`src/rtl/mole_scheduler.sv`:
```
`default_nettype none
// ============================================================================
// Module      : mole_scheduler
// Description : Whack-a-mole game sequencer. Lights one hole at a time,
//               counts hits and timeouts, ends the game after MAX_MISS misses.
// Revision    : 1.0 - initial release
// ============================================================================
module mole_scheduler #(
  parameter int          GAP_MS    = 300,
  parameter int          UP_MS     = 800,
  parameter int          MAX_MISS  = 3,
  parameter logic [15:0] LFSR_SEED = 16'hACE1
) (
  input  logic       clk_100MHz,
  input  logic       reset,
  input  logic       clk_1kHz,
  input  logic       start,
  input  logic [3:0] btn,
  output logic [3:0] mole,
  output logic [7:0] score,
  output logic [7:0] misses,
  output logic       hit_pulse,
  output logic       game_over
);

  localparam logic [11:0] c_GAP_LAST  = 12'(GAP_MS - 1);
  localparam logic [11:0] c_UP_LAST   = 12'(UP_MS - 1);
  localparam logic [7:0]  c_MAX_MISS  = 8'(MAX_MISS);
  // Galois taps for x^16+x^14+x^13+x^11+1 in right-shift form
  localparam logic [15:0] c_LFSR_TAPS = 16'hB400;

  typedef enum logic [1:0] {
    S_IDLE = 2'd0,
    S_GAP  = 2'd1,
    S_UP   = 2'd2,
    S_OVER = 2'd3
  } state_t;

  state_t      r_state, w_state_nxt;

  logic        r_clk_1khz_q;
  logic        r_start_q;
  logic [3:0]  r_btn_q;
  logic        w_tick;
  logic        w_start_edge;
  logic [3:0]  w_btn_edge;

  logic [15:0] r_lfsr, w_lfsr_nxt;
  logic [11:0] r_ms_cnt, w_ms_cnt_nxt;
  logic [7:0]  r_score, w_score_nxt;
  logic [7:0]  r_misses, w_misses_nxt, w_misses_inc;
  logic [1:0]  r_hole, w_hole_nxt, w_hole_cand;
  logic [3:0]  r_mole, w_mole_nxt;
  logic        r_hit_pulse;
  logic        w_hit;
  logic        w_timeout;

  // Registered copies of the slow inputs for rising-edge detection
  always_ff @(posedge clk_100MHz or negedge reset) begin
    if (!reset) begin
      r_clk_1khz_q <= 1'b0;
      r_start_q    <= 1'b0;
      r_btn_q      <= 4'b0000;
    end else begin
      r_clk_1khz_q <= clk_1kHz;
      r_start_q    <= start;
      r_btn_q      <= btn;
    end
  end

  assign w_tick       = clk_1kHz & ~r_clk_1khz_q;
  assign w_start_edge = start & ~r_start_q;
  assign w_btn_edge   = btn & ~r_btn_q;

  // Free-running LFSR; its low bits pick the next hole
  assign w_lfsr_nxt  = r_lfsr[0] ? ((r_lfsr >> 1) ^ c_LFSR_TAPS) : (r_lfsr >> 1);
  // Never light the same hole twice in a row
  assign w_hole_cand = (r_lfsr[1:0] == r_hole) ? (r_lfsr[1:0] + 2'd1) : r_lfsr[1:0];

  // Next-state and datapath decisions; a hit takes priority over a timeout
  always_comb begin
    w_state_nxt  = r_state;
    w_ms_cnt_nxt = r_ms_cnt;
    w_score_nxt  = r_score;
    w_misses_nxt = r_misses;
    w_hole_nxt   = r_hole;
    w_hit        = 1'b0;
    w_timeout    = 1'b0;
    w_misses_inc = (r_misses == 8'hFF) ? r_misses : (r_misses + 8'd1);

    case (r_state)
      S_IDLE, S_OVER: begin
        if (w_start_edge) begin
          w_state_nxt  = S_GAP;
          w_ms_cnt_nxt = 12'd0;
          w_score_nxt  = 8'd0;
          w_misses_nxt = 8'd0;
        end
      end
      S_GAP: begin
        if (w_tick) begin
          if (r_ms_cnt == c_GAP_LAST) begin
            w_state_nxt  = S_UP;
            w_ms_cnt_nxt = 12'd0;
            w_hole_nxt   = w_hole_cand;
          end else begin
            w_ms_cnt_nxt = r_ms_cnt + 12'd1;
          end
        end
      end
      S_UP: begin
        // Only a fresh press on the lit hole counts; held buttons give no edge
        w_hit     = |(w_btn_edge & r_mole);
        w_timeout = w_tick && (r_ms_cnt == c_UP_LAST);
        if (w_hit) begin
          w_score_nxt  = (r_score == 8'hFF) ? r_score : (r_score + 8'd1);
          w_ms_cnt_nxt = 12'd0;
          w_state_nxt  = S_GAP;
        end else if (w_timeout) begin
          w_misses_nxt = w_misses_inc;
          w_ms_cnt_nxt = 12'd0;
          w_state_nxt  = (w_misses_inc == c_MAX_MISS) ? S_OVER : S_GAP;
        end else if (w_tick) begin
          w_ms_cnt_nxt = r_ms_cnt + 12'd1;
        end
      end
      default: begin
        w_state_nxt = S_IDLE;
      end
    endcase

    w_mole_nxt = (w_state_nxt == S_UP) ? (4'b0001 << w_hole_nxt) : 4'b0000;
  end

  // State, counters, hole memory and registered outputs
  always_ff @(posedge clk_100MHz or negedge reset) begin
    if (!reset) begin
      r_state     <= S_IDLE;
      r_ms_cnt    <= 12'd0;
      r_score     <= 8'd0;
      r_misses    <= 8'd0;
      r_hole      <= 2'd0;
      r_mole      <= 4'b0000;
      r_hit_pulse <= 1'b0;
      r_lfsr      <= LFSR_SEED;
    end else begin
      r_state     <= w_state_nxt;
      r_ms_cnt    <= w_ms_cnt_nxt;
      r_score     <= w_score_nxt;
      r_misses    <= w_misses_nxt;
      r_hole      <= w_hole_nxt;
      r_mole      <= w_mole_nxt;
      r_hit_pulse <= w_hit;
      r_lfsr      <= w_lfsr_nxt;
    end
  end

  assign mole      = r_mole;
  assign score     = r_score;
  assign misses    = r_misses;
  assign hit_pulse = r_hit_pulse;
  assign game_over = (r_state == S_OVER);

endmodule
`default_nettype wire

```
`config.mk`:
```
export PLATFORM = sky130hd
export DESIGN_NAME = mole_scheduler
export DESIGN_NICKNAME = d
export VERILOG_FILES = /design/src/rtl/mole_scheduler.sv
export SDC_FILE = /design/constraint.sdc
export NUM_CORES = 1
export LEC_CHECK = 0
export ABC_AREA = 0
export CORE_MARGIN = 1.5
export CORE_UTILIZATION = 25
export DETAILED_ROUTE_END_ITERATION = 10
export PLACE_DENSITY_LB_ADDON = 0.25
export REMOVE_ABC_BUFFERS = 1
export SLEW_MARGIN = 20
export SYNTH_ARGS = -nofsm -noshare
export SYNTH_HDL_FRONTEND = slang
export SYNTH_SLANG_ARGS = --single-unit
```
`constraint.sdc`:
```
create_clock -name clk_100MHz -period 3.65 [get_ports clk_100MHz]
set_clock_uncertainty 0.1 [all_clocks]
set_input_delay 0.365 -clock clk_100MHz [delete_from_list [all_inputs] [get_ports clk_100MHz]]
set_output_delay 0.365 -clock clk_100MHz [all_outputs]
set_load 0.1 [all_outputs]
```
==> results of run 1 <==
[layout by cell type, fill, tap and decap left out, drive strengths merged, types with 3 or more instances in the layout]
| cell type | instances |
|---|---|
| a2111oi | 3 |
| o22ai | 3 |
| a221o | 7 |
| nor2 | 15 |
| nor2b | 5 |
| a41oi | 3 |
| nand4 | 10 |
| nand2 | 22 |
| nor4 | 6 |
| xor2 | 4 |
| clkdlybuf4s50 | 28 |
| buf | 7 |
| nor3 | 10 |
| a22o | 3 |
| or4 | 7 |
| o221ai | 3 |
| o31ai | 5 |
| dfstp | 8 |
| dfrtp | 51 |
| clkbuf | 11 |
| a211oi | 6 |
| and3 | 7 |
| o211ai | 4 |
| o21ai | 8 |
| inv | 14 |
| nand3 | 18 |
| a211o | 3 |
| a31oi | 6 |
| and2 | 5 |
| ha | 6 |
| a21oi | 16 |
[per-stage QoR]
stage	std cells	power [mW]	hold slack (ns)	setup slack [ns]	area [sq um]
after floorplan	295	0.928	-0.0306	0.968	3040
after global placement	498	1.05	0.236	0.962	3580
after detailed placement	498	1.05	0.235	0.932	3580
after CTS	514	2.01	0.128	1.08	3920
after global routing	515	2.09	0.255	0.871	3930
final	515	1.99	0.249	1.05	3930
[registers in the layout, indices dropped and copies added, names as in the netlist]
register	count
r_ms_cnt	12
r_clk_1khz_q	1
r_lfsr	16
r_state	2
r_btn_q	4
mole	4
hit_pulse	1
r_hole	2
score	8
r_start_q	1
misses	8
[kinds of logic after synthesis]
kind of cell,Yosys count,share of synthesized area
compound gates,90,0.224
xor+xnor,5,0.0141
simple gates,117,0.209
fa+ha+maj,6,0.0243
mux,4,0.0137
buf+inv,23,0.0348
flops,59,0.480
[routing by layer]
metal | up-vias | part of all wire | GRT usage
met5 | - | 0 | 0
met4 | 0 | 0.017 | 0.0533
met3 | 12 | 0.050 | 0.0402
met2 | 70 | 0.41 | 0.171
met1 | 1284 | 0.52 | 0.180
li1 | 1261 | - | -
[area by class of cell]
cell class	count	area [sq um]
Clock inverter	5	85.1
Timing Repair Buffer	36	343
Fill cell	1226	8130
Sequential cell	59	1490
Inverter	14	52.6
Tap cell	168	210
Clock buffer	11	253
Multi-Input combinational cell	222	1500
[power breakdown]
| group | switching, mW | internal, mW | leakage [nW] |
|---|---|---|---|
| Clock | 0.308 | 0.636 | 0.162 |
| Combinational | 0.249 | 0.108 | 0.634 |
| Sequential | 0.0181 | 0.673 | 0.778 |
[critical path: stages, from the launching register on]
cell	delay [ns]
dfrtp_1	0.42
inv_1	0.10
ha_1	0.43
inv_1	0.26
o31ai_1	0.55
a211oi_2	0.27
a221o_1	0.35
[worst paths after layout]
kind / end / start / slack [ns]
worst min-delay path: r_lfsr[8]$_DFF_PN0_ / r_lfsr[9]$_DFF_PN0_ / 0.25
max in group asynchronous: r_ms_cnt[1]$_DFFE_PN0P_ / reset / 2.36
worst min register to register: r_lfsr[8]$_DFF_PN0_ / r_lfsr[9]$_DFF_PN0_ / 0.25
min in group asynchronous: score[3]$_DFFE_PN0P_ / reset / 0.46
worst max-delay path: r_ms_cnt[10]$_DFFE_PN0P_ / r_state[0]$_DFF_PN0_ / 1.05
worst max register to register: r_ms_cnt[10]$_DFFE_PN0P_ / r_state[0]$_DFF_PN0_ / 1.05
==> flow_metrics.tcl, run 1 <==
set metrics [dict create \
    status "finished, final reports clean" \
    r2r_cells 6 \
    ios 30 \
    synth_cells 304 \
    wire_per_inst_um 14.7 \
    num-nets-final 356 \
    cts_root_buffer "clkbuf_16" \
    grt_start_max_net_pins 45 \
    dieArea_sq_um 13100 \
    crit_required_ns 3.76 \
    area.growth.synth_to_final_pct 27.0 \
    netlist_area_sq_um 3100 \
    ys_top_cells_by_area "dfrtp_1 41%, dfstp_2 6.8%, nand3_1 2.9%" \
    grt_first_pass_wirelength_mm 12.7 \
    period_share 0.713 \
    port_buffers 29 \
    synth_common_cells "51 x dfrtp_1, 22 x nand2_1, 18 x nand3_1" \
    clk_latency_ns 0.33 \
    slew_headroom 0.345 \
    fin_tns_setup_ns 0 \
    cts_made_buffers 9 \
    drt_iter0_markers 122 \
    rsz0062_at_grt "no" \
    yosys.area.top_type "dfrtp_1" \
    finish.utilization 0.326 \
    worstPathMaxFanout 10 \
    finalWirelength_mm 7.55 \
    clock_sinks 59 \
    grt_usage 0.125 \
    start_kind "flip-flop" \
    num_rows 40 \
    yosysUniqueCellTypes 62 \
    yosys.area.top_type_share 0.412 \
    finalCriticalPeriod_ns 2.60 \
    finalHoldViolCount 0 \
    htreeDepth 3 \
    synthMostInstantiatedCell "dfrtp_1" \
    synth-edff-count 0 \
    ys_seq_elements 59 \
    cts_tree "built" \
    place.gp.congestion 0.833 \
    antenna_found_initial 0 \
    path_clk_slew_ns 0.05 \
    ys_async_sr_fraction 1.00 \
    chipHeight_um 114 \
    cp.arrival_ns 2.71 \
    viasPerCell 5.10 \
    hpwl_mm 5.16 \
    maxCapViolCount 0 \
    gr-total-overflow 0 \
    worst_setup_path_end_kind "flip-flop" \
    worst_hold_path_type "flip-flop to flip-flop" \
    post_cts_buffers 0 \
    die_x_um 114 \
    p_leak_nw 1.57 \
    via_count 2627 \
    grt_pass1_vias 2446 \
    slew_viol_final 0 \
    ir_drop_mv 0.231 \
    power_density_nw_per_um2 507 \
    drive_above_1_share 0.130 \
    min_path_cells 0 \
    tightest_slew_ns 0.979 \
    synth_flop_cell "dfrtp_1" \
    diodes 0 \
    route.detailed.drc 0 \
    path_class "flip-flop to flip-flop" \
    yosysSeqAreaShare 0.480 \
    dr.pass1.iters 4 \
    cts_max_path_buffers 2 \
    ant_nets 0 \
    ctsHoldBuffers 0 \
    initial_core_util 0.257 \
    setup_violations 0 \
    core-area_sq_um 12100 \
    avgSynthCellArea_sq_um 10.2 \
    timing.fmax_ghz 0.384 \
    yosys_warnings 0 \
    postCtsResizedCells 0 \
]
(Power assumes the default switching activity.)
==> run 2, diff against run 1 <==
clock period = 2.7 ns   (was 3.65 ns; I/O delays follow)
==> flow_metrics.tcl, run 2 (synthesis results as in run 1) <==
set metrics [dict create \
    rsz0062_at_grt "no" \
    core-area_sq_um 12100 \
    cp.arrival_ns 2.59 \
    hpwl_mm 5.29 \
    crit_top_cell "or4_4" \
    cp_cell_sequence "or4_4 -> or4_4 -> nor2_1 -> a311oi_1 -> a211oi_1" \
    period_share 0.912 \
    slowest_stage "or4_4" \
    worst_setup_path_end_kind "flip-flop" \
    maxCapViolCount 0 \
    top_register "r_lfsr" \
    slew_viol_final 0 \
    route.detailed.drc 0 \
    gr-total-overflow 0 \
    setup_violations 0 \
    timing.fmax_ghz 0.406 \
    reg_top3 "r_lfsr x16, r_ms_cnt x12" \
    grt_start_max_net_pins 38 \
    start_kind "flip-flop" \
    power_density_nw_per_um2 697 \
    grt_pass1_vias 2600 \
    worstPathMaxFanout 8 \
    drt_iter0_markers 117 \
    grt_usage 0.124 \
    finalCriticalPeriod_ns 2.46 \
    crit_required_ns 2.83 \
    crit_path_max_incr_delay_ns 0.59 \
    pre_cts_ws_ns -0.0139 \
    initial_core_util 0.257 \
    antenna_found_initial 0 \
    min_path_cells 0 \
    cts_tree "built" \
    cts_made_buffers 9 \
    p_sw_uw 775 \
    num-nets-final 367 \
    largest_register_ffs 16 \
    r2r_cells 5 \
    diodes 0 \
    clk_latency_ns 0.33 \
    sequentialPowerShare 0.338 \
    htreeDepth 3 \
    worst_hold_path_type "flip-flop to flip-flop" \
    port_buffers 29 \
    die_x_um 114 \
    p_leak_nw 1.67 \
    internal_power_mw 1.99 \
    slew_headroom 0.465 \
    tightest_slew_ns 0.802 \
    grt_first_pass_wirelength_mm 12.7 \
    chipHeight_um 114 \
    finalHoldViolCount 0 \
    finish.utilization 0.329 \
    wire_per_inst_um 14.4 \
    dieArea_sq_um 13100 \
    p_sw_frac 0.280 \
    num_rows 40 \
    clock_sinks 59 \
    place.gp.congestion 0.798 \
    ant_nets 0 \
    drive_above_1_share 0.212 \
    pwr-share-clk 0.470 \
    setup_ws_ns 0.237 \
    status "finished, final reports clean" \
    final_common_cell "dfrtp_1" \
    power_frac_comb 0.192 \
    cts_max_path_buffers 2 \
    path_clk_slew_ns 0.05 \
    cts_root_buffer "clkbuf_16" \
    viasPerCell 5.10 \
    ir_drop_mv 0.356 \
    via_count 2681 \
    finalWirelength_mm 7.55 \
    area.growth.synth_to_final_pct 28.1 \
    ios 30 \
    dr.pass1.iters 4 \
    mostFrequentLayoutCells "51 x dfrtp_1, 39 x buf_4, 22 x nand2_1" \
    path_class "flip-flop to flip-flop" \
]
run 2: layer usage:
| metal | track usage | share of wire | up-vias |
|---|---|---|---|
| met3 | 0.0418 | 0.055 | 9 |
| met1 | 0.171 | 0.50 | 1334 |
| met2 | 0.180 | 0.43 | 51 |
| met5 | 0 | 0 | - |
| li1 | - | - | 1287 |
| met4 | 0.0458 | 0.013 | 0 |
run 2: cell type report:
| cell class | count | area, sq um |
|---|---|---|
| flip-flops and latches | 59 | 1490 |
| repair buffers | 47 | 368 |
| well taps | 168 | 210 |
| clock buffers | 11 | 233 |
| inverters | 14 | 52.6 |
| clock inverters | 5 | 103 |
| fillers | 1231 | 8100 |
| multi-input cells | 222 | 1510 |
run 2: path summary, 6_finish.rpt:
kind	startpoint	end	slack, ns
worst max-delay path	r_ms_cnt[7]$_DFFE_PN0P_	mole[3]$_DFF_PN0_	0.24
worst min register to register	r_lfsr[9]$_DFF_PN0_	r_lfsr[8]$_DFF_PN0_	0.24
max in group asynchronous	reset	r_ms_cnt[1]$_DFFE_PN0P_	1.27
worst max register to register	r_ms_cnt[7]$_DFFE_PN0P_	mole[3]$_DFF_PN0_	0.24
worst min-delay path	r_lfsr[9]$_DFF_PN0_	r_lfsr[8]$_DFF_PN0_	0.24
min in group asynchronous	reset	score[4]$_DFFE_PN0P_	0.46
run 2: stage by stage:
step | area, sq um | hold slack [ns] | TNS [ns] | total power, mW | cells
finish | 3960 | 0.245 | 0 | 2.76 | 526
detailed placement | 3600 | 0.236 | -0.0174 | 1.47 | 508
global route | 3960 | 0.251 | 0 | 2.89 | 526
floorplan | 3040 | -0.126 | 0 | 1.25 | 295
global placement | 3600 | 0.237 | 0 | 1.47 | 508
CTS | 3950 | 0.248 | 0 | 2.79 | 525
run 2: power by group through the flow:
stage	Clock, mW	Sequential (mW)	Combinational (mW)
4_1_cts	1.33	0.934	0.529
3_3_place_gp	0	0.949	0.521
5_1_grt	1.37	0.938	0.586
2_1_floorplan	0	0.943	0.311
6_report	1.30	0.935	0.531
3_5_place_dp	0	0.949	0.526
run 2: repair_timing:
action	in CTS	in global routing
hold buffers	1	0
endpoints found under the setup margin	0	4
buffers inserted	0	1
gates resized for setup	0	2
hold endpoints to repair	28	0
run 2: critical path, delay by kind of cell, from the launching register on:
kind	cells	cell delay, ns
flip-flops	1	0.45
AND/OR/NAND/NOR	3	1.40
AO/OA/AOI/OAI	2	0.42
